[src/rtl/bcd_conv_arbiter_pkg.sv]
// Shared types and constants for the bin2bcd sharing arbiter.
// Holds the FSM state encoding and the id-width helper used to size grant indices.
package bcd_pkg;

    localparam int DEF_N       = 4;
    localparam int DEF_W       = 8;
    localparam int DEF_BCD_W   = 16;
    localparam int DEF_TIMEOUT = 64;

    typedef enum logic [1:0] {
        S_IDLE    = 2'd0,
        S_ISSUE   = 2'd1,
        S_WAIT    = 2'd2,
        S_DELIVER = 2'd3
    } state_e;

    // Width of an index into n requesters; never narrower than one bit.
    function automatic int id_w(input int n);
        return (n > 1) ? $clog2(n) : 1;
    endfunction

endpackage

[src/rtl/bcd_conv_arbiter_if.sv]
// Client-side and converter-side signals of the shared bin2bcd arbiter.
// slave is the arbiter's view; master is the view of whatever drives it.
interface bcd_conv_arbiter_if #(
    parameter int N     = 4,
    parameter int W     = 8,
    parameter int BCD_W = 16
);
    logic [N-1:0]         req;
    logic [N-1:0][W-1:0]  bin_in;
    logic [N-1:0]         done;
    logic [N-1:0]         err;
    logic [BCD_W-1:0]     bcd_out;
    logic                 busy;
    logic                 conv_start;
    logic [W-1:0]         conv_bin;
    logic [BCD_W-1:0]     conv_bcd;
    logic                 conv_done_tick;
    logic                 conv_ready;

    modport slave (
        input  req, bin_in, conv_bcd, conv_done_tick, conv_ready,
        output done, err, bcd_out, busy, conv_start, conv_bin
    );

    modport master (
        output req, bin_in, conv_bcd, conv_done_tick, conv_ready,
        input  done, err, bcd_out, busy, conv_start, conv_bin
    );
endinterface

[src/rtl/bcd_conv_arbiter_rr.sv]
// Combinational round-robin picker: first set request at or after ptr, wrapping.
// Kept generic so other shared-resource controllers can reuse it.
module rr_arbiter
    import bcd_pkg::*;
#(
    parameter int N  = 4,
    parameter int IW = id_w(N)
) (
    input  logic [N-1:0]  req,
    input  logic [IW-1:0] ptr,
    output logic [N-1:0]  gnt,
    output logic [IW-1:0] idx,
    output logic          any
);

    always_comb begin
        any = 1'b0;
        idx = '0;
        for (int k = 0; k < N; k++) begin
            if (!any && req[(int'(ptr) + k) % N]) begin
                any = 1'b1;
                idx = IW'((int'(ptr) + k) % N);
            end
        end
        gnt = any ? (N'(1) << idx) : '0;
    end

endmodule

[src/rtl/bcd_conv_arbiter.sv]
// Shares one bin2bcd among N requesters: round-robin grant, start/done_tick
// sequencing, per-owner done/err pulses and a watchdog on hung conversions.
module bcd_conv_arbiter
    import bcd_pkg::*;
#(
    parameter int N       = DEF_N,
    parameter int W       = DEF_W,
    parameter int BCD_W   = DEF_BCD_W,
    parameter int TIMEOUT = DEF_TIMEOUT
) (
    input  logic              clk,
    input  logic              reset,
    bcd_conv_arbiter_if.slave bus
);

    localparam int IW  = id_w(N);
    localparam int WDW = (TIMEOUT > 1) ? $clog2(TIMEOUT) : 1;
    localparam logic [WDW-1:0] TO_LAST = WDW'(TIMEOUT - 1);

    state_e             state_q, state_d;
    logic [IW-1:0]      ptr_q, ptr_d;
    logic [IW-1:0]      gid_q, gid_d;
    logic [W-1:0]       bin_q, bin_d;
    logic [BCD_W-1:0]   bcd_q, bcd_d;
    logic [WDW-1:0]     wdog_q, wdog_d;
    logic [N-1:0]       done_q, done_d;
    logic [N-1:0]       err_q, err_d;
    logic               start;

    logic [N-1:0]       arb_gnt;
    logic [IW-1:0]      arb_idx;
    logic               arb_any;
    logic [IW-1:0]      gid_nxt;

    rr_arbiter #(.N(N), .IW(IW)) u_rr (
        .req (bus.req),
        .ptr (ptr_q),
        .gnt (arb_gnt),
        .idx (arb_idx),
        .any (arb_any)
    );

    assign gid_nxt = (gid_q == IW'(N - 1)) ? '0 : gid_q + IW'(1);

    always_ff @(posedge clk or negedge reset) begin
        if (!reset) begin
            state_q <= S_IDLE;
            ptr_q   <= '0;
            gid_q   <= '0;
            bin_q   <= '0;
            bcd_q   <= '0;
            wdog_q  <= '0;
            done_q  <= '0;
            err_q   <= '0;
        end else begin
            state_q <= state_d;
            ptr_q   <= ptr_d;
            gid_q   <= gid_d;
            bin_q   <= bin_d;
            bcd_q   <= bcd_d;
            wdog_q  <= wdog_d;
            done_q  <= done_d;
            err_q   <= err_d;
        end
    end

    always_comb begin
        state_d = state_q;
        ptr_d   = ptr_q;
        gid_d   = gid_q;
        bin_d   = bin_q;
        bcd_d   = bcd_q;
        wdog_d  = wdog_q;
        done_d  = '0;
        err_d   = '0;
        start   = 1'b0;
        case (state_q)
            S_IDLE: begin
                // Operand is latched here only; later bin_in changes cannot reach the converter.
                if (arb_any) begin
                    gid_d   = arb_idx;
                    bin_d   = bus.bin_in[arb_idx];
                    state_d = S_ISSUE;
                end
            end
            S_ISSUE: begin
                if (bus.conv_ready) begin
                    start   = 1'b1;
                    wdog_d  = '0;
                    state_d = S_WAIT;
                end
            end
            S_WAIT: begin
                // done_tick is checked first so it wins over a same-cycle timeout.
                if (bus.conv_done_tick) begin
                    bcd_d   = bus.conv_bcd;
                    state_d = S_DELIVER;
                end else if (wdog_q == TO_LAST) begin
                    err_d[gid_q] = 1'b1;
                    ptr_d        = gid_nxt;
                    state_d      = S_IDLE;
                end else begin
                    wdog_d = wdog_q + WDW'(1);
                end
            end
            S_DELIVER: begin
                done_d[gid_q] = 1'b1;
                ptr_d         = gid_nxt;
                state_d       = S_IDLE;
            end
            default: state_d = S_IDLE;
        endcase
    end

    assign bus.done       = done_q;
    assign bus.err        = err_q;
    assign bus.bcd_out    = bcd_q;
    assign bus.busy       = (state_q != S_IDLE);
    assign bus.conv_start = start;
    assign bus.conv_bin   = bin_q;

endmodule

[src/flat_wrapper.sv]
// flat-port wrapper written by rule: the top's interface ports become plain ports
module bcd_conv_arbiter_flat import bcd_pkg::*;
#(
    parameter int N       = DEF_N,
    parameter int W       = DEF_W,
    parameter int BCD_W   = DEF_BCD_W,
    parameter int TIMEOUT = DEF_TIMEOUT
)
  (clk, reset, bus_req, bus_bin_in, bus_conv_bcd, bus_conv_done_tick, bus_conv_ready, bus_done, bus_err, bus_bcd_out, bus_busy, bus_conv_start, bus_conv_bin);
  bcd_conv_arbiter_if #(.N(N), .W(W), .BCD_W(BCD_W)) bus_i ();
  input  logic clk;
  input  logic reset;
  input wire logic [$bits(bus_i.req)-1:0] bus_req;
  input wire logic [$bits(bus_i.bin_in)-1:0] bus_bin_in;
  input wire logic [$bits(bus_i.conv_bcd)-1:0] bus_conv_bcd;
  input wire logic [$bits(bus_i.conv_done_tick)-1:0] bus_conv_done_tick;
  input wire logic [$bits(bus_i.conv_ready)-1:0] bus_conv_ready;
  output wire logic [$bits(bus_i.done)-1:0] bus_done;
  output wire logic [$bits(bus_i.err)-1:0] bus_err;
  output wire logic [$bits(bus_i.bcd_out)-1:0] bus_bcd_out;
  output wire logic [$bits(bus_i.busy)-1:0] bus_busy;
  output wire logic [$bits(bus_i.conv_start)-1:0] bus_conv_start;
  output wire logic [$bits(bus_i.conv_bin)-1:0] bus_conv_bin;
  assign bus_i.req = bus_req;
  assign bus_i.bin_in = bus_bin_in;
  assign bus_i.conv_bcd = bus_conv_bcd;
  assign bus_i.conv_done_tick = bus_conv_done_tick;
  assign bus_i.conv_ready = bus_conv_ready;
  assign bus_done = bus_i.done;
  assign bus_err = bus_i.err;
  assign bus_bcd_out = bus_i.bcd_out;
  assign bus_busy = bus_i.busy;
  assign bus_conv_start = bus_i.conv_start;
  assign bus_conv_bin = bus_i.conv_bin;
  bcd_conv_arbiter #(.N(N), .W(W), .BCD_W(BCD_W), .TIMEOUT(TIMEOUT)) u_core (.clk(clk), .reset(reset), .bus(bus_i));
endmodule
[config.mk]
export PLATFORM = sky130hd
export DESIGN_NAME = bcd_conv_arbiter_flat
export DESIGN_NICKNAME = d
export VERILOG_FILES = /design/src/rtl/bcd_conv_arbiter_pkg.sv /design/src/rtl/bcd_conv_arbiter_if.sv /design/src/rtl/bcd_conv_arbiter_rr.sv /design/src/rtl/bcd_conv_arbiter.sv /design/src/flat_wrapper.sv
export SDC_FILE = /design/constraint.sdc
export NUM_CORES = 1
export LEC_CHECK = 0
export BUFFER_PORTS_ARGS = -buffer_cell sky130_fd_sc_hd__buf_2
export CORE_UTILIZATION = 48
export DETAILED_ROUTE_END_ITERATION = 8
export GPL_TIMING_DRIVEN = 0
export PLACE_DENSITY = 0.76
export SLEW_MARGIN = 0
export SYNTH_ARGS = -nofsm -noshare
export SYNTH_HDL_FRONTEND = slang
export SYNTH_HIERARCHICAL = 1
export SYNTH_SLANG_ARGS = --single-unit
[constraint.sdc]
create_clock -name clk -period 2.6 [get_ports clk]
set_input_delay 0.26 -clock clk [delete_from_list [all_inputs] [get_ports clk]]
set_output_delay 0.26 -clock clk [all_outputs]
set_load 0.03 [all_outputs]
# Word-level counts from Yosys, hierarchy flattened
# Index checks and enable logic that the tools add are counted.
# totals
reg_bits	44
# op_classes
n_mux	42
n_addsub	5
reduce_logical	19
eq_ne	11
n_lt_le_gt_ge	7
n_bitwise	3
# ops
cell	n
2-to-1 mux 2 bit	11
2-to-1 mux 6 bit	3
binary-select mux 8 bit (select 2 bit)	1
2-to-1 mux 4 bit	4
2-to-1 mux 1 bit	14
< comparator 3 x 4 -> 1 bit, second input constant	3
case mux 6 bit (2 select lines)	1
< comparator 2 x 3 -> 1 bit, second input constant	3
binary-select mux 1 bit (select 2 bit)	4
2-to-1 mux 8 bit	1
case mux 2 bit (4 select lines)	1
adder 6 x 1 -> 6 bit, second input constant	1
== test 2 bit, second input constant	3
== test 6 bit, second input constant	1
inequality test 2 bit, second input constant	3
AND reduction 3 bit	2
nonzero test 2 bit	3
OR reduction 2 bit	3
adder 2 x 1 -> 2 bit, second input constant	2
adder 2 bit, second input constant	2
logical AND 1 bit	4
inequality test 2 x 1 -> 1 bit, second input constant	2
case mux 2 bit (2 select lines)	1
AND reduction 2 bit	2
other kinds (8)	12

# Longest topological paths before layout
# depth
word_depth	16
ltp_mapped	8
ltp_nobuf	6

# Hierarchy
# The synthesis kept the hierarchy.
# modules_own_cells
mod	instances	cells_per_inst	seq_area_each_um2	area_per_inst_um2
bcd_conv_arbiter	1	143	1101.1	2042.0
rr_arbiter	1	32	0.0	182.7

# Least setup slack after synthesis
# Ideal clock, no wire load.
# synth_path
path_type	register to register
from	register u_core.ptr_q[0]
to	register u_core.bin_q[0], in the netlist u_core/bus.conv_bin[0]
setup_ns	0.125
period_less_slack_ns	1.914
path_stages_with_launch	7
arrival_ns	1.789
slack_ns	0.686
path_cell_list	dfrtp_1 > nand2b_2 > a21oi_1 > a211oi_2 > buf_6 > mux4_1 > mux2_2
# synth_via
elab_chain_cells	14
word_cells_on_any_way	31
# synth_rtl
element	line_no	source
start, declared	bcd_conv_arbiter.sv:21	logic [IW-1:0] ptr_q, ptr_d;
start signal, assigned	bcd_conv_arbiter.sv:57	ptr_q <= ptr_d;
adder 2 x 1 -> 2 bit or binary-select mux 1 bit (select 2 bit) (tied branches)	bcd_conv_arbiter_rr.sv:20, bcd_conv_arbiter_rr.sv:22	
binary-select mux 1 bit (select 2 bit) or 2-to-1 mux 1 bit (tied branches)	bcd_conv_arbiter_rr.sv:20	if (!any && req[(int'(ptr) + k) % N]) begin
2-to-1 mux 1 bit (implied by the code)	bcd_conv_arbiter_rr.sv:20	
2-to-1 mux 1 bit (implied by the code) or zero test 1 bit (tied branches)	bcd_conv_arbiter_rr.sv:20	
logical AND 1 bit	bcd_conv_arbiter_rr.sv:20	
2-to-1 mux 1 bit	bcd_conv_arbiter_rr.sv:20	
zero test 1 bit	bcd_conv_arbiter_rr.sv:20	
logical AND 1 bit	bcd_conv_arbiter_rr.sv:20	
2-to-1 mux 1 bit	bcd_conv_arbiter_rr.sv:20	
zero test 1 bit	bcd_conv_arbiter_rr.sv:20	
logical AND 1 bit	bcd_conv_arbiter_rr.sv:20	
2-to-1 mux 2 bit (*)	bcd_conv_arbiter_rr.sv:20	
via u_core.arb_idx[0]	bcd_conv_arbiter.sv:31	logic [IW-1:0] arb_idx;
binary-select mux 8 bit (select 2 bit) (*)	bcd_conv_arbiter.sv:82	bin_d = bus.bin_in[arb_idx];
2-to-1 mux 8 bit (implied by the code) (*)	bcd_conv_arbiter.sv:82	
end signal, assigned	bcd_conv_arbiter.sv:59	bin_q <= bin_d;
end, declared	bcd_conv_arbiter.sv:23	logic [W-1:0] bin_q, bin_d;
# Mark *: on every way through the listed nets, which the timed path passes. The rest lies on a longest branch. The select of a mux whose other input is x is not followed.
# A chain may end at the register's enable or synchronous reset.

# Worst setup path after layout
# layout_path
from	register u_core.ptr_q[1]
to	register u_core.bin_q[6], in the netlist u_core/bus.conv_bin[6]
# Same word-level chain as after synthesis.

==> impl_metrics.env <==
export IMPL_slew_viol_final=0
export IMPL_ant_nets=0
export IMPL_rsz0062_at_grt="false"
export IMPL_ff2ff_path_depth=7
export IMPL_cts_root_buffer="clkbuf_8"
export IMPL_io_buffer_count=87
export IMPL_drc_errors=0
export IMPL_drive_above_1_share=0.563
export IMPL_layout_min_cycle_time_ps=2030
export IMPL_holdBufCountCts=0
export IMPL_fill_cells=317
export IMPL_initial_core_util=0.518
export IMPL_max_stage_delay_ps=400
export IMPL_setup_violations=0
export IMPL_crit_path_top_delay_cell="clkbuf_1"
export IMPL_synth_cell_area_mm2=0.00215
export IMPL_reg2reg_to="u_core/bus.conv_bin[6]"
export IMPL_cts_resized_gates=0
export IMPL_clk_pin_slew_worst_paths_ps=70
export IMPL_drt_iter0_drc=57
export IMPL_drt_pass1_iterations=4
export IMPL_peakVddDrop_uv=678
export IMPL_clk_latency_ps=290
export IMPL_grt_pass1_wl_um=6210
export IMPL_status="finished clean"
export IMPL_std_cell_rows=23
export IMPL_cts_buffers=5
export IMPL_crit_start="u_core/ptr_q[1]"
export IMPL_final_common_cell="buf_2"
export IMPL_syn_area_per_cell_um2=13.3
export IMPL_path_class="reg -> reg"
export IMPL_crit_fanout=9
export IMPL_synth_cells=162
export IMPL_leakage_uw=0.00139
export IMPL_wl_um=4030
export IMPL_grt_total_usage=0.183
export IMPL_cp_cell_sequence="buf_4 > a21oi_1 > o21ai_0 > a21oi_1 > clkbuf_1 > mux4_2 > mux2_2"
export IMPL_finalSetupTns_ps=0
export IMPL_r2r_slack_ps=570
export IMPL_cap_viol_max_count=0
export IMPL_critPathArrivalTime_ps=2210
export IMPL_ioPinCount=90
export IMPL_clkSinkCount=44
export IMPL_multi_input_area_um2=952
export IMPL_antenna_found_initial=0
export IMPL_n_antenna_cell=0
export IMPL_ff_latch_area_mm2=0.00110
export IMPL_dp_hpwl_um=3090
export IMPL_cp_top_family="multiplexers"
export IMPL_wl_per_cell_um=13.2
export IMPL_fmax_mhz=492
export IMPL_hold_ws_ps=108
export IMPL_area_delta_synth_final_pct=29.2
export IMPL_yosysWarnings=6
export IMPL_critPathMostFrequentCell="a21oi_1"
export IMPL_cp_start_kind="flop"
export IMPL_fp_dieArea_mm2=0.00475
export IMPL_timing_final_crit_share=0.781
export IMPL_cts_tree="yes"
export IMPL_vias_per_cell=5.16
export IMPL_grt_overflow=0
export IMPL_nets=317
export IMPL_max_slew_margin=0.375
export IMPL_final_cell_mix="88 x buf_2, 44 x dfrtp_1, 27 x mux2_2, 8 x nand2_1, 8 x inv_1"
export IMPL_cts_buffer_depth=2
export IMPL_die_h_um=68.9
export IMPL_tightest_slew_ps=937
export IMPL_place_gp_congestion=0.761
export IMPL_cp_required_ps=2780
export IMPL_critPathBufInv=2
export IMPL_finalHoldViolCount=0
export IMPL_htreeDepth=2
export IMPL_postCtsSetupRepairBufs=0
export IMPL_cp_end_kind="flop"
export IMPL_power_density_mw_per_mm2=1160
export IMPL_vias=1580
export IMPL_finClkSkew_ps=5.67
export IMPL_hp_class="in -> async"
export IMPL_synth_nets=223
export IMPL_first_global_vias=1457
export IMPL_core_area_mm2=0.00414
export IMPL_die_width_um=68.9
export IMPL_r2r_start="u_core/ptr_q[1]"
export IMPL_grt_max_degree=45
power breakdown:
part	internal, uW	switching (uW)
sequential	950	149
clock	378	213
combinational	656	873
total	1980	1230
cell type report:
cell class / instances / area share
multi-input cells: 101 / 0.343
clock inverters: 2 / 0.0216
inverters: 9 / 0.0122
flip-flops and latches: 44 / 0.397
clock buffers: 5 / 0.0248
plain buffers: 8 / 0.0221
well taps: 50 / 0.0225
repair buffers: 87 / 0.157
worst max-delay path by stage:
| stage | slack [ps] | end | cells after the start |
|---|---|---|---|
| final | 570 | u_core/bus.conv_bin[6] | 7 |
| after floorplan | 770 | u_core/bus.conv_bin[0] | 6 |
| after CTS | 550 | u_core/bus.conv_bin[7] | 7 |
| after global routing | 390 | u_core/bus.conv_bin[0] | 7 |
| after detailed placement | 570 | u_core/bus.conv_bin[7] | 7 |
| after global placement | 580 | u_core/bus.conv_bin[5] | 7 |
flip-flops by register name (all words and copies together), names as in the netlist:
| name | count |
|---|---|
| u_core/state_q | 2 |
| u_core/wdog_q | 6 |
| u_core/gid_q | 2 |
| u_core/ptr_q | 2 |
| u_core/bus.done | 4 |
| u_core/bus.conv_bin | 8 |
| u_core/bus.err | 4 |
| u_core/bus.bcd_out | 16 |
through the flow:
step / area (um^2) / worst slack (ps) / instances / power (uW) / util
floorplan: 2150 / 767 / 162 / 2250 / -
global placement: 2650 / 584 / 299 / 2620 / 0.639
detailed placement: 2650 / 567 / 299 / 2660 / 0.639
CTS: 2780 / 551 / 306 / 3260 / 0.670
global route: 2780 / 386 / 306 / 3450 / 0.670
finish: 2780 / 568 / 306 / 3220 / 0.670
metal layers:
layer	GRT usage	wire [um]	vias to the layer above
li1	-	-	760
met1	0.224	1740	756
met2	0.297	1960	58
met3	0.0526	261	6
met4	0.0816	63	0
met5	0	0	-
Power figures use the tool's default switching activity.
